`src/rtl/trap_sequencer.sv`:
```
// Trap / MRET sequencer: takes the oldest exception or MRET, writes the machine trap CSRs
// one at a time over a ready/valid port, then redirects the PC and masks detection for a cycle.
module trap_sequencer #(
    // Width selector: 2'd1 = 32-bit, 2'd2 = 64-bit
    parameter logic [1:0] XLEN = 2'd2,
    localparam int unsigned W = 1 << (XLEN + 4)
) (
    input  logic          i_clk,
    input  logic          i_rst_n,
    input  logic [3:0]    i_exc_code_f,
    input  logic [3:0]    i_exc_code_e,
    input  logic [W-1:0]  i_pc_f,
    input  logic [W-1:0]  i_pc_e,
    input  logic [31:0]   i_instr_f,
    input  logic [W-1:0]  i_alu_out_e,
    input  logic          i_mret_e,
    input  logic          i_older_valid_de,
    input  logic [W-1:0]  i_mtvec,
    input  logic [W-1:0]  i_mepc,
    input  logic [W-1:0]  i_mstatus,
    input  logic          i_csr_ready,
    output logic          o_csr_we,
    output logic [11:0]   o_csr_addr,
    output logic [W-1:0]  o_csr_wdata,
    output logic          o_stall_f,
    output logic          o_stall,
    output logic          o_flush_fde,
    output logic          o_redirect_valid,
    output logic [W-1:0]  o_redirect_pc,
    output logic [1:0]    o_current_privilege,
    output logic          o_disable_exceptions_1cc,
    output logic          o_busy
);

    localparam logic [3:0] NoE                  = 4'hF;
    localparam logic [3:0] EFetchAddrMisaligned = 4'd0;
    localparam logic [3:0] EIllegalInstr        = 4'd2;
    localparam logic [3:0] ELoadAddrMisaligned  = 4'd4;
    localparam logic [3:0] ELoadAccessFault     = 4'd5;
    localparam logic [3:0] EStoreAddrMisaligned = 4'd6;
    localparam logic [3:0] EStoreAccessFault    = 4'd7;
    localparam logic [3:0] EEcall               = 4'd8;
    localparam logic [1:0] PrivMachine          = 2'b11;

    typedef enum logic [2:0] {
        StIdle,
        StWrEpc,
        StWrCause,
        StWrTval,
        StWrStatus,
        StRedirect,
        StMask
    } state_e;

    state_e       state_q, state_d;
    logic [W-1:0] epc_q, epc_d;
    logic [W-1:0] tval_q, tval_d;
    logic [W-1:0] mret_status_q, mret_status_d;
    logic [3:0]   cause_q, cause_d;
    logic         is_mret_q, is_mret_d;
    logic [1:0]   mret_priv_q, mret_priv_d;
    logic [1:0]   priv_q, priv_d;

    logic         e_evt, m_evt, f_pending, f_evt, accept;
    logic [W-1:0] trap_status;
    logic [W-1:0] mret_status;

    assign e_evt     = (i_exc_code_e != NoE);
    assign m_evt     = i_mret_e;
    assign f_pending = (i_exc_code_f != NoE);
    assign f_evt     = f_pending && !i_older_valid_de;
    assign accept    = (state_q == StIdle) && (e_evt || m_evt || f_evt);

    always_comb begin
        trap_status        = i_mstatus;
        trap_status[7]     = i_mstatus[3];
        trap_status[3]     = 1'b0;
        trap_status[12:11] = priv_q;

        mret_status        = i_mstatus;
        mret_status[3]     = i_mstatus[7];
        mret_status[7]     = 1'b1;
        mret_status[12:11] = 2'b00;
    end

    always_comb begin
        state_d       = state_q;
        epc_d         = epc_q;
        tval_d        = tval_q;
        mret_status_d = mret_status_q;
        cause_d       = cause_q;
        is_mret_d     = is_mret_q;
        mret_priv_d   = mret_priv_q;
        priv_d        = priv_q;

        unique case (state_q)
            StIdle: begin
                if (e_evt) begin
                    is_mret_d = 1'b0;
                    epc_d     = i_pc_e;
                    cause_d   = (i_exc_code_e == EEcall) ? 4'd8 + {2'b00, priv_q} : i_exc_code_e;
                    tval_d    = (i_exc_code_e inside {ELoadAddrMisaligned, ELoadAccessFault,
                                                      EStoreAddrMisaligned, EStoreAccessFault})
                                ? i_alu_out_e : '0;
                    state_d   = StWrEpc;
                end else if (m_evt) begin
                    is_mret_d     = 1'b1;
                    epc_d         = i_mepc;
                    mret_priv_d   = i_mstatus[12:11];
                    mret_status_d = mret_status;
                    state_d       = StWrStatus;
                end else if (f_evt) begin
                    is_mret_d = 1'b0;
                    epc_d     = i_pc_f;
                    cause_d   = i_exc_code_f;
                    if (i_exc_code_f == EFetchAddrMisaligned) begin
                        tval_d = i_pc_f;
                    end else if (i_exc_code_f == EIllegalInstr) begin
                        tval_d = {{(W-32){1'b0}}, i_instr_f};
                    end else begin
                        tval_d = '0;
                    end
                    state_d = StWrEpc;
                end
            end
            StWrEpc:    if (i_csr_ready) state_d = StWrCause;
            StWrCause:  if (i_csr_ready) state_d = StWrTval;
            StWrTval:   if (i_csr_ready) state_d = StWrStatus;
            StWrStatus: if (i_csr_ready) state_d = StRedirect;
            StRedirect: begin
                priv_d  = is_mret_q ? mret_priv_q : PrivMachine;
                state_d = StMask;
            end
            StMask:     state_d = StIdle;
            default:    state_d = StIdle;
        endcase
    end

    always_ff @(posedge i_clk or negedge i_rst_n) begin
        if (!i_rst_n) begin
            state_q       <= StIdle;
            epc_q         <= '0;
            tval_q        <= '0;
            mret_status_q <= '0;
            cause_q       <= '0;
            is_mret_q     <= 1'b0;
            mret_priv_q   <= 2'b00;
            priv_q        <= PrivMachine;
        end else begin
            state_q       <= state_d;
            epc_q         <= epc_d;
            tval_q        <= tval_d;
            mret_status_q <= mret_status_d;
            cause_q       <= cause_d;
            is_mret_q     <= is_mret_d;
            mret_priv_q   <= mret_priv_d;
            priv_q        <= priv_d;
        end
    end

    always_comb begin
        o_csr_we                 = 1'b0;
        o_csr_addr               = 12'h000;
        o_csr_wdata              = '0;
        o_stall_f                = 1'b0;
        o_stall                  = 1'b0;
        o_flush_fde              = 1'b0;
        o_redirect_valid         = 1'b0;
        o_redirect_pc            = '0;
        o_disable_exceptions_1cc = 1'b0;

        unique case (state_q)
            StIdle: begin
                // Accept is combinational so the faulting instruction is squashed this cycle
                o_stall     = accept;
                o_flush_fde = accept;
                o_stall_f   = f_pending && i_older_valid_de && !e_evt && !m_evt;
            end
            StWrEpc: begin
                o_csr_we    = 1'b1;
                o_csr_addr  = 12'h341;
                o_csr_wdata = {epc_q[W-1:2], 2'b00};
                o_stall     = 1'b1;
            end
            StWrCause: begin
                o_csr_we    = 1'b1;
                o_csr_addr  = 12'h342;
                o_csr_wdata = {{(W-4){1'b0}}, cause_q};
                o_stall     = 1'b1;
            end
            StWrTval: begin
                o_csr_we    = 1'b1;
                o_csr_addr  = 12'h343;
                o_csr_wdata = tval_q;
                o_stall     = 1'b1;
            end
            StWrStatus: begin
                o_csr_we    = 1'b1;
                o_csr_addr  = 12'h300;
                o_csr_wdata = is_mret_q ? mret_status_q : trap_status;
                o_stall     = 1'b1;
            end
            StRedirect: begin
                o_redirect_valid = 1'b1;
                o_flush_fde      = 1'b1;
                o_stall          = 1'b1;
                o_redirect_pc    = is_mret_q ? epc_q : {i_mtvec[W-1:2], 2'b00};
            end
            StMask:  o_disable_exceptions_1cc = 1'b1;
            default: ;
        endcase
    end

    assign o_busy              = (state_q != StIdle);
    assign o_current_privilege = priv_q;

endmodule

```
`config.mk`:
```
export PLATFORM = sky130hd
export DESIGN_NAME = trap_sequencer
export DESIGN_NICKNAME = d
export VERILOG_FILES = /design/src/rtl/trap_sequencer.sv
export SDC_FILE = /design/constraint.sdc
export NUM_CORES = 1
export LEC_CHECK = 0
export ABC_AREA = 1
export CAP_MARGIN = 40
export CORE_AREA = 2 2 222 224
export DETAILED_ROUTE_END_ITERATION = 7
export DIE_AREA = 0 0 224 226
export DONT_BUFFER_PORTS = 1
export GPL_TIMING_DRIVEN = 0
export PLACE_DENSITY = 0.38
export SLEW_MARGIN = 0
export SYNTH_ARGS = -nofsm -noshare
export SYNTH_HDL_FRONTEND = slang
export SYNTH_SLANG_ARGS = --single-unit
```
`constraint.sdc`:
```
create_clock -name i_clk -period 1.7 [get_ports i_clk]
set_input_delay 0.17 -clock i_clk [delete_from_list [all_inputs] [get_ports i_clk]]
set_output_delay 0.17 -clock i_clk [all_outputs]
set_load 0.05 [all_outputs]
```
==> results.json, run 1 <==
{
  "status": "finished with violations",
  "violations": "negative hold slack, negative setup slack",
  "crit_path_start": "state_q[1]",
  "reg2reg_from": "state_q[1]",
  "synthDistinctLibCells": 28,
  "track_usage": 0.296,
  "cp_max_fo": 5,
  "core-area_sq_um": 48300,
  "clock_latency_ps": 570,
  "vias": 16083,
  "fin_nets": 2938,
  "slew-limit-headroom": 0.399,
  "yosysTopAreaCellShare": 0.393,
  "syn2layout_area_growth_pct": 78.3,
  "hp-class": "input port to async pin",
  "drcViolationCount": 0,
  "drt_first_pass_iters": 6,
  "cpPeakStageDelay_ps": 460,
  "root_buffer": "clkbuf_16",
  "whs_ps": -684,
  "clk_pin_slew_ps": 60,
  "overflow": 0,
  "synth_ff_type": "dfrtp_1",
  "cp.arrival_ps": 2330,
  "layout.cells.non_filler": 3149,
  "synth_edf_count": 0,
  "cp_slowest_cell": "dfrtp_2",
  "vias_per_cell": 5.11,
  "dp.cells": 2627,
  "fin_crit_sh": 1.47,
  "routedWlPerCell_um": 24.7,
  "vdd.ir_drop.worst_v": 0.000836,
  "path_cells": "nor2_4 > nand2_4 > nor2_4 > buf_6 > buf_8 > buf_8 > nand2_1 > nand4_1",
  "finalSetupViolCount": 341,
  "drtIter0Drc": 1061,
  "worstSetupEndpointType": "output port",
  "critPathBufInv": 3,
  "power_density_nw_per_um2": 1520,
  "grt_start_max_net_pins": 203,
  "synth.area.top_cells": "dfrtp_1 (39%), nand2_1 (30%), nand3_1 (6.6%)",
  "first_global_vias": 16440,
  "hpwl_mm": 53.9,
  "min_period_ps": 2500,
  "synthArstFlopShare": 1.00,
  "tightest_slew_ps": 901,
  "cp.required_ps": 1530,
  "numCtsBuffers": 27,
  "start_util": 0.264,
  "antenna_found_initial": 2,
  "worst_slack_ps": -801,
  "slew_violations": 0,
  "fin_util": 0.470,
  "clock_skew_ps": 17.9,
  "drive_gt1_frac": 0.208,
  "p_leak_nw": 10.4,
  "rsz0062_at_grt": "yes",
  "wl_mm": 77.9,
  "io_pins": 578,
  "cts_sinks": 202,
  "die_area_sq_um": 50600,
  "synth_area_per_cell_sq_um": 6.43,
  "r2r-end": "tval_q[44]",
  "critPathKind": "flop to output port",
  "yosys_warnings": 0,
  "rrSetupSlack_ps": -450,
  "final_hold_viol_count": 202,
  "grt_pass1_wl_mm": 110,
  "placementRows": 81,
  "critical_path.top_delay_family": "simple AND/OR/NAND/NOR gates",
  "postSynthRegisterBits": 202,
  "syn_area_sq_um": 12700,
  "die_w_um": 224,
  "ys_seq_area_frac": 0.397,
  "final_antenna_net_count": 0,
  "drv_cap": 0,
  "die_h_um": 226,
  "synthCells": 1981,
  "setup.worst_path.start_class": "flop",
  "finalWeightedCongestion": 0.869,
  "reg2reg_depth": 13,
  "fmax_mhz": 400,
  "power_mw": 34.5,
  "io_buffers": 0,
  "cts_tree": "yes",
  "yosys.area.top_type": "dfrtp_1",
  "htreeDepth": 1,
  "holdBufCountCts": 360,
  "cts_max_path_buffers": 3
}
worst max-delay path by stage:
stage	end	slack (ps)	cells after the start
2_1_floorplan	o_csr_wdata[11]	-260	5
3_3_place_gp	o_redirect_pc[63]	-1370	5
3_5_place_dp	o_csr_wdata[7]	-1010	6
4_1_cts	o_csr_wdata[7]	-780	7
5_1_grt	o_csr_wdata[6]	-850	8
6_report	o_csr_wdata[28]	-800	8
placed cells by master (no fill, tap or decap), types with 22 or more instances in the layout:
| master | count |
|---|---|
| buf_2 | 22 |
| buf_12 | 37 |
| o21ai_0 | 52 |
| buf_4 | 71 |
| clkbuf_1 | 31 |
| nand4_1 | 53 |
| nand3_1 | 161 |
| buf_6 | 46 |
| nand2_1 | 954 |
| nand2_2 | 50 |
| inv_1 | 109 |
| dfrtp_1 | 197 |
| nand2_4 | 24 |
| o21ai_1 | 49 |
| a21oi_4 | 64 |
| o2111ai_4 | 32 |
| clkbuf_16 | 54 |
| dlygate4sd3_1 | 360 |
stage by stage:
| step | TNS (ps) | worst slack [ps] | hold WS (ps) | area [sq um] |
|---|---|---|---|---|
| after detailed placement | -203040 | -1010 | -115 | 15100 |
| after global placement | -246040 | -1370 | -116 | 14900 |
| after floorplan | -5160 | -259 | -126 | 14200 |
| final | -149950 | -801 | -684 | 22700 |
| after CTS | -132960 | -783 | -709 | 22100 |
| after global routing | -173230 | -851 | -703 | 22700 |
routing by layer:
metal / global-route usage / part of all wire / vias to the layer above
li1: - / - / 7390
met1: 0.364 / 0.41 / 7831
met2: 0.508 / 0.49 / 704
met4: 0.122 / 0.043 / 0
met5: 0 / 0 / -
met3: 0.0596 / 0.061 / 158
registers in the layout, summed over array words and instances, names as in the netlist:
name                 flops
epc_q                   64
tval_q                  64
mret_status_q           62
cause_q                  4
state_q                  3
mret_priv_q              2
o_current_privilege      2
is_mret_q                1
Yosys cell counts, types with 2 or more instances:
cell,number
buf_2,47
inv_1,115
inv_2,5
o2111ai_1,32
dfrtp_1,200
buf_1,7
nand2_1,1031
buf_6,2
nor2_2,4
o21ai_0,74
ha_1,4
clkbuf_1,72
a21oi_2,2
buf_4,19
o211ai_1,2
o31ai_1,2
a22oi_1,7
nand3_1,168
a21oi_1,71
nand4_1,53
o21ai_1,39
dfstp_2,2
nor2_1,18
power by group:
part / total (mW) / internal [mW] / switching (mW)
clock: 5.92 / 3.53 / 2.40
combinational: 20.0 / 7.74 / 12.3
sequential: 8.63 / 7.05 / 1.57
layout make-up:
type | count | area, sq um
fill | 4823 | 25600
multi-input combinational | 1518 | 8460
timing repair buffer | 495 | 5460
sequential | 202 | 5060
buffer | 141 | 1540
clock buffer | 41 | 838
tap | 622 | 778
inverter | 120 | 505
clock inverter | 8 | 73.8
antenna | 2 | 5.00
cell families (layout without fill, tap and decap cells):
family | Yosys count | count (layout) | synth area share
AOI/OAI and AO/OA | 230 | 230 | 0.103
adders and majority gates | 4 | 4 | 0.00393
buffers and inverters | 267 | 805 | 0.0900
DFF | 202 | 202 | 0.397
other | 1 | 9 | 0.000294
and+or+nand+nor | 1277 | 1277 | 0.406
repair_timing:
action / CTS / global route
resized for setup: 332 / 163
endpoints found under the hold margin: 398 / 202
pin swaps: 77 / 55
cloned: 16 / 5
setup endpoints to repair: 342 / 338
setup buffers: 66 / 32
Power figures use the tool's default switching activity.
==> run 2, diff against run 1 <==
--- a/config.mk
+++ b/config.mk
@@ -8,6 +8,7 @@
 export ABC_AREA = 1
 export CAP_MARGIN = 40
 export CORE_AREA = 2 2 222 224
+export CTS_BUF_LIST = sky130_fd_sc_hd__clkbuf_4
 export DETAILED_ROUTE_END_ITERATION = 7
 export DIE_AREA = 0 0 224 226
 export DONT_BUFFER_PORTS = 1
==> run 2 against run 1 <==
  * The flow still finishes with violations (negative hold slack, negative setup slack)
  * Via count decreased by 0.59%
  * Sequential power decreased by 0.5%
  * Clock power decreased by 7.3%
  * Critical path type unchanged
==> results.json, run 2 (synthesis results as in run 1) <==
{
  "status": "finished with violations",
  "violations": "negative hold slack, negative setup slack",
  "dr_wl_met3_mm": 5.14,
  "final_antenna_net_count": 0,
  "layout.cells.non_filler": 3176,
  "cp_max_fo": 5,
  "highest_layer": "met5",
  "hpwl_mm": 53.9,
  "setup-tns-final_ps": -154660,
  "start_util": 0.264,
  "antenna_found_initial": 5,
  "root_buffer": "clkbuf_4",
  "layout_commonest_cell": "nand2_1",
  "final_hold_viol_count": 202,
  "vdd.ir_drop.worst_v": 0.000614,
  "hp-class": "input port to async pin",
  "track_usage": 0.297,
  "wl_met2_mm": 37.8,
  "cp_slowest_cell": "dfrtp_2",
  "clock_skew_ps": 36.6,
  "path_cells": "nor2_4 > nand2_4 > nor2_4 > buf_6 > buf_8 > buf_8 > nand2_1 > nand4_1",
  "placementRows": 81,
  "grt_start_max_net_pins": 203,
  "setup.worst_path.start_class": "flop",
  "cpPeakStageDelay_ps": 460,
  "finalSetupViolCount": 337,
  "whs_ps": -864,
  "min_period_ps": 2660,
  "die_area_sq_um": 50600,
  "drt-met1-wl_mm": 31.3,
  "cts_max_path_buffers": 3,
  "reg.largest.list": "epc_q (64), tval_q (64), mret_status_q (62)",
  "clock_latency_ps": 730,
  "drive_gt1_frac": 0.191,
  "fin_crit_sh": 1.57,
  "p_leak_nw": 9.96,
  "clk_pin_slew_ps": 60,
  "drt_first_pass_iters": 5,
  "dp.cells": 2627,
  "cp.arrival_ps": 2490,
  "holdBufCountCts": 362,
  "io_pins": 578,
  "vias": 15988,
  "grt_pass1_wl_mm": 110,
  "rsz0062_at_grt": "yes",
  "cp.required_ps": 1530,
  "cts_sinks": 202,
  "io_buffers": 0,
  "finalWeightedCongestion": 0.869,
  "core-area_sq_um": 48300,
  "fin_nets": 2933,
  "htreeDepth": 3,
  "power_density_nw_per_um2": 1440,
  "final_cell_mix": "nand2_1 (989), dlygate4sd3_1 (362), dfrtp_1 (197)",
  "cts_tree": "yes",
  "critPathKind": "flop to output port",
  "die_w_um": 224,
  "syn2layout_area_growth_pct": 68.7,
  "worstSetupEndpointType": "output port",
  "worst_slack_ps": -964,
  "drtIter0Drc": 1025,
  "overflow": 0,
  "die_h_um": 226,
  "first_global_vias": 16539,
  "tightest_slew_ps": 955,
  "drcViolationCount": 0,
  "routedWlPerCell_um": 24.2,
  "vias_per_cell": 5.03,
  "fmax_mhz": 375,
  "wl_mm": 76.7,
  "drv_cap": 0,
  "numCtsBuffers": 67,
  "slew_violations": 0,
  "slew-limit-headroom": 0.364
}
[run 2: stage by stage]
step | utilization | setup slack, ps | total power, mW | area [sq um]
5_1_grt | 0.445 | -1120 | 32.8 | 21500
3_3_place_gp | 0.309 | -1370 | 22.3 | 14900
6_report | 0.445 | -964 | 31.0 | 21500
2_1_floorplan | - | -259 | 18.7 | 14200
3_5_place_dp | 0.313 | -1010 | 22.6 | 15100
4_1_cts | 0.438 | -1040 | 30.8 | 21200
[run 2: final cells by class]
type / count / area [sq um]
inverter: 120 / 482
antenna: 4 / 10.0
multi-input combinational: 1518 / 8250
sequential: 202 / 5060
clock inverter: 22 / 163
buffer: 146 / 1350
clock buffer: 97 / 728
tap: 622 / 778
fill: 5012 / 26900
timing repair buffer: 445 / 4670
[run 2: where the power goes]
| part | internal [mW] | total (mW) | switching, mW |
|---|---|---|---|
| clock network | 3.07 | 5.49 | 2.42 |
| logic | 5.40 | 16.9 | 11.5 |
| registers | 7.05 | 8.59 | 1.54 |
| total | 15.5 | 31.0 | 15.4 |
[run 2: what timing repair did]
action	4_1_cts	5_1_grt
endpoints found under the hold margin	401	203
pin swaps	57	42
gates resized for setup	210	66
buffers inserted	39	14
cloned	12	0
endpoints found under the setup margin	342	337
[run 2: final timing paths]
path | from | to | slack (ps) | depth (start not counted)
setup / recovery | state_q[1] | o_csr_wdata[28] | -960 | 8
hold reg to reg | mret_status_q[7] | mret_status_q[7] | 470 | 2
max in group asynchronous | i_rst_n | mret_status_q[62] | 2040 | 0
hold / removal | i_rst_n | tval_q[58] | -860 | 0
setup reg to reg | state_q[1] | tval_q[63] | -370 | 9
min in group i_clk | i_mret_e | epc_q[11] | 40 | 6
[run 2: metal layers]
metal | vias to the layer above | GRT usage
li1 | 7411 | -
met1 | 7773 | 0.362
met5 | - | 0
met4 | 2 | 0.105
met3 | 151 | 0.0692
met2 | 651 | 0.512
[run 2: critical path: cells and delay by family, from the launching register on]
family                 cells  cell delay (ps)
DFF                        1              460
buffers and inverters      3              350
and+or+nand+nor            5              930
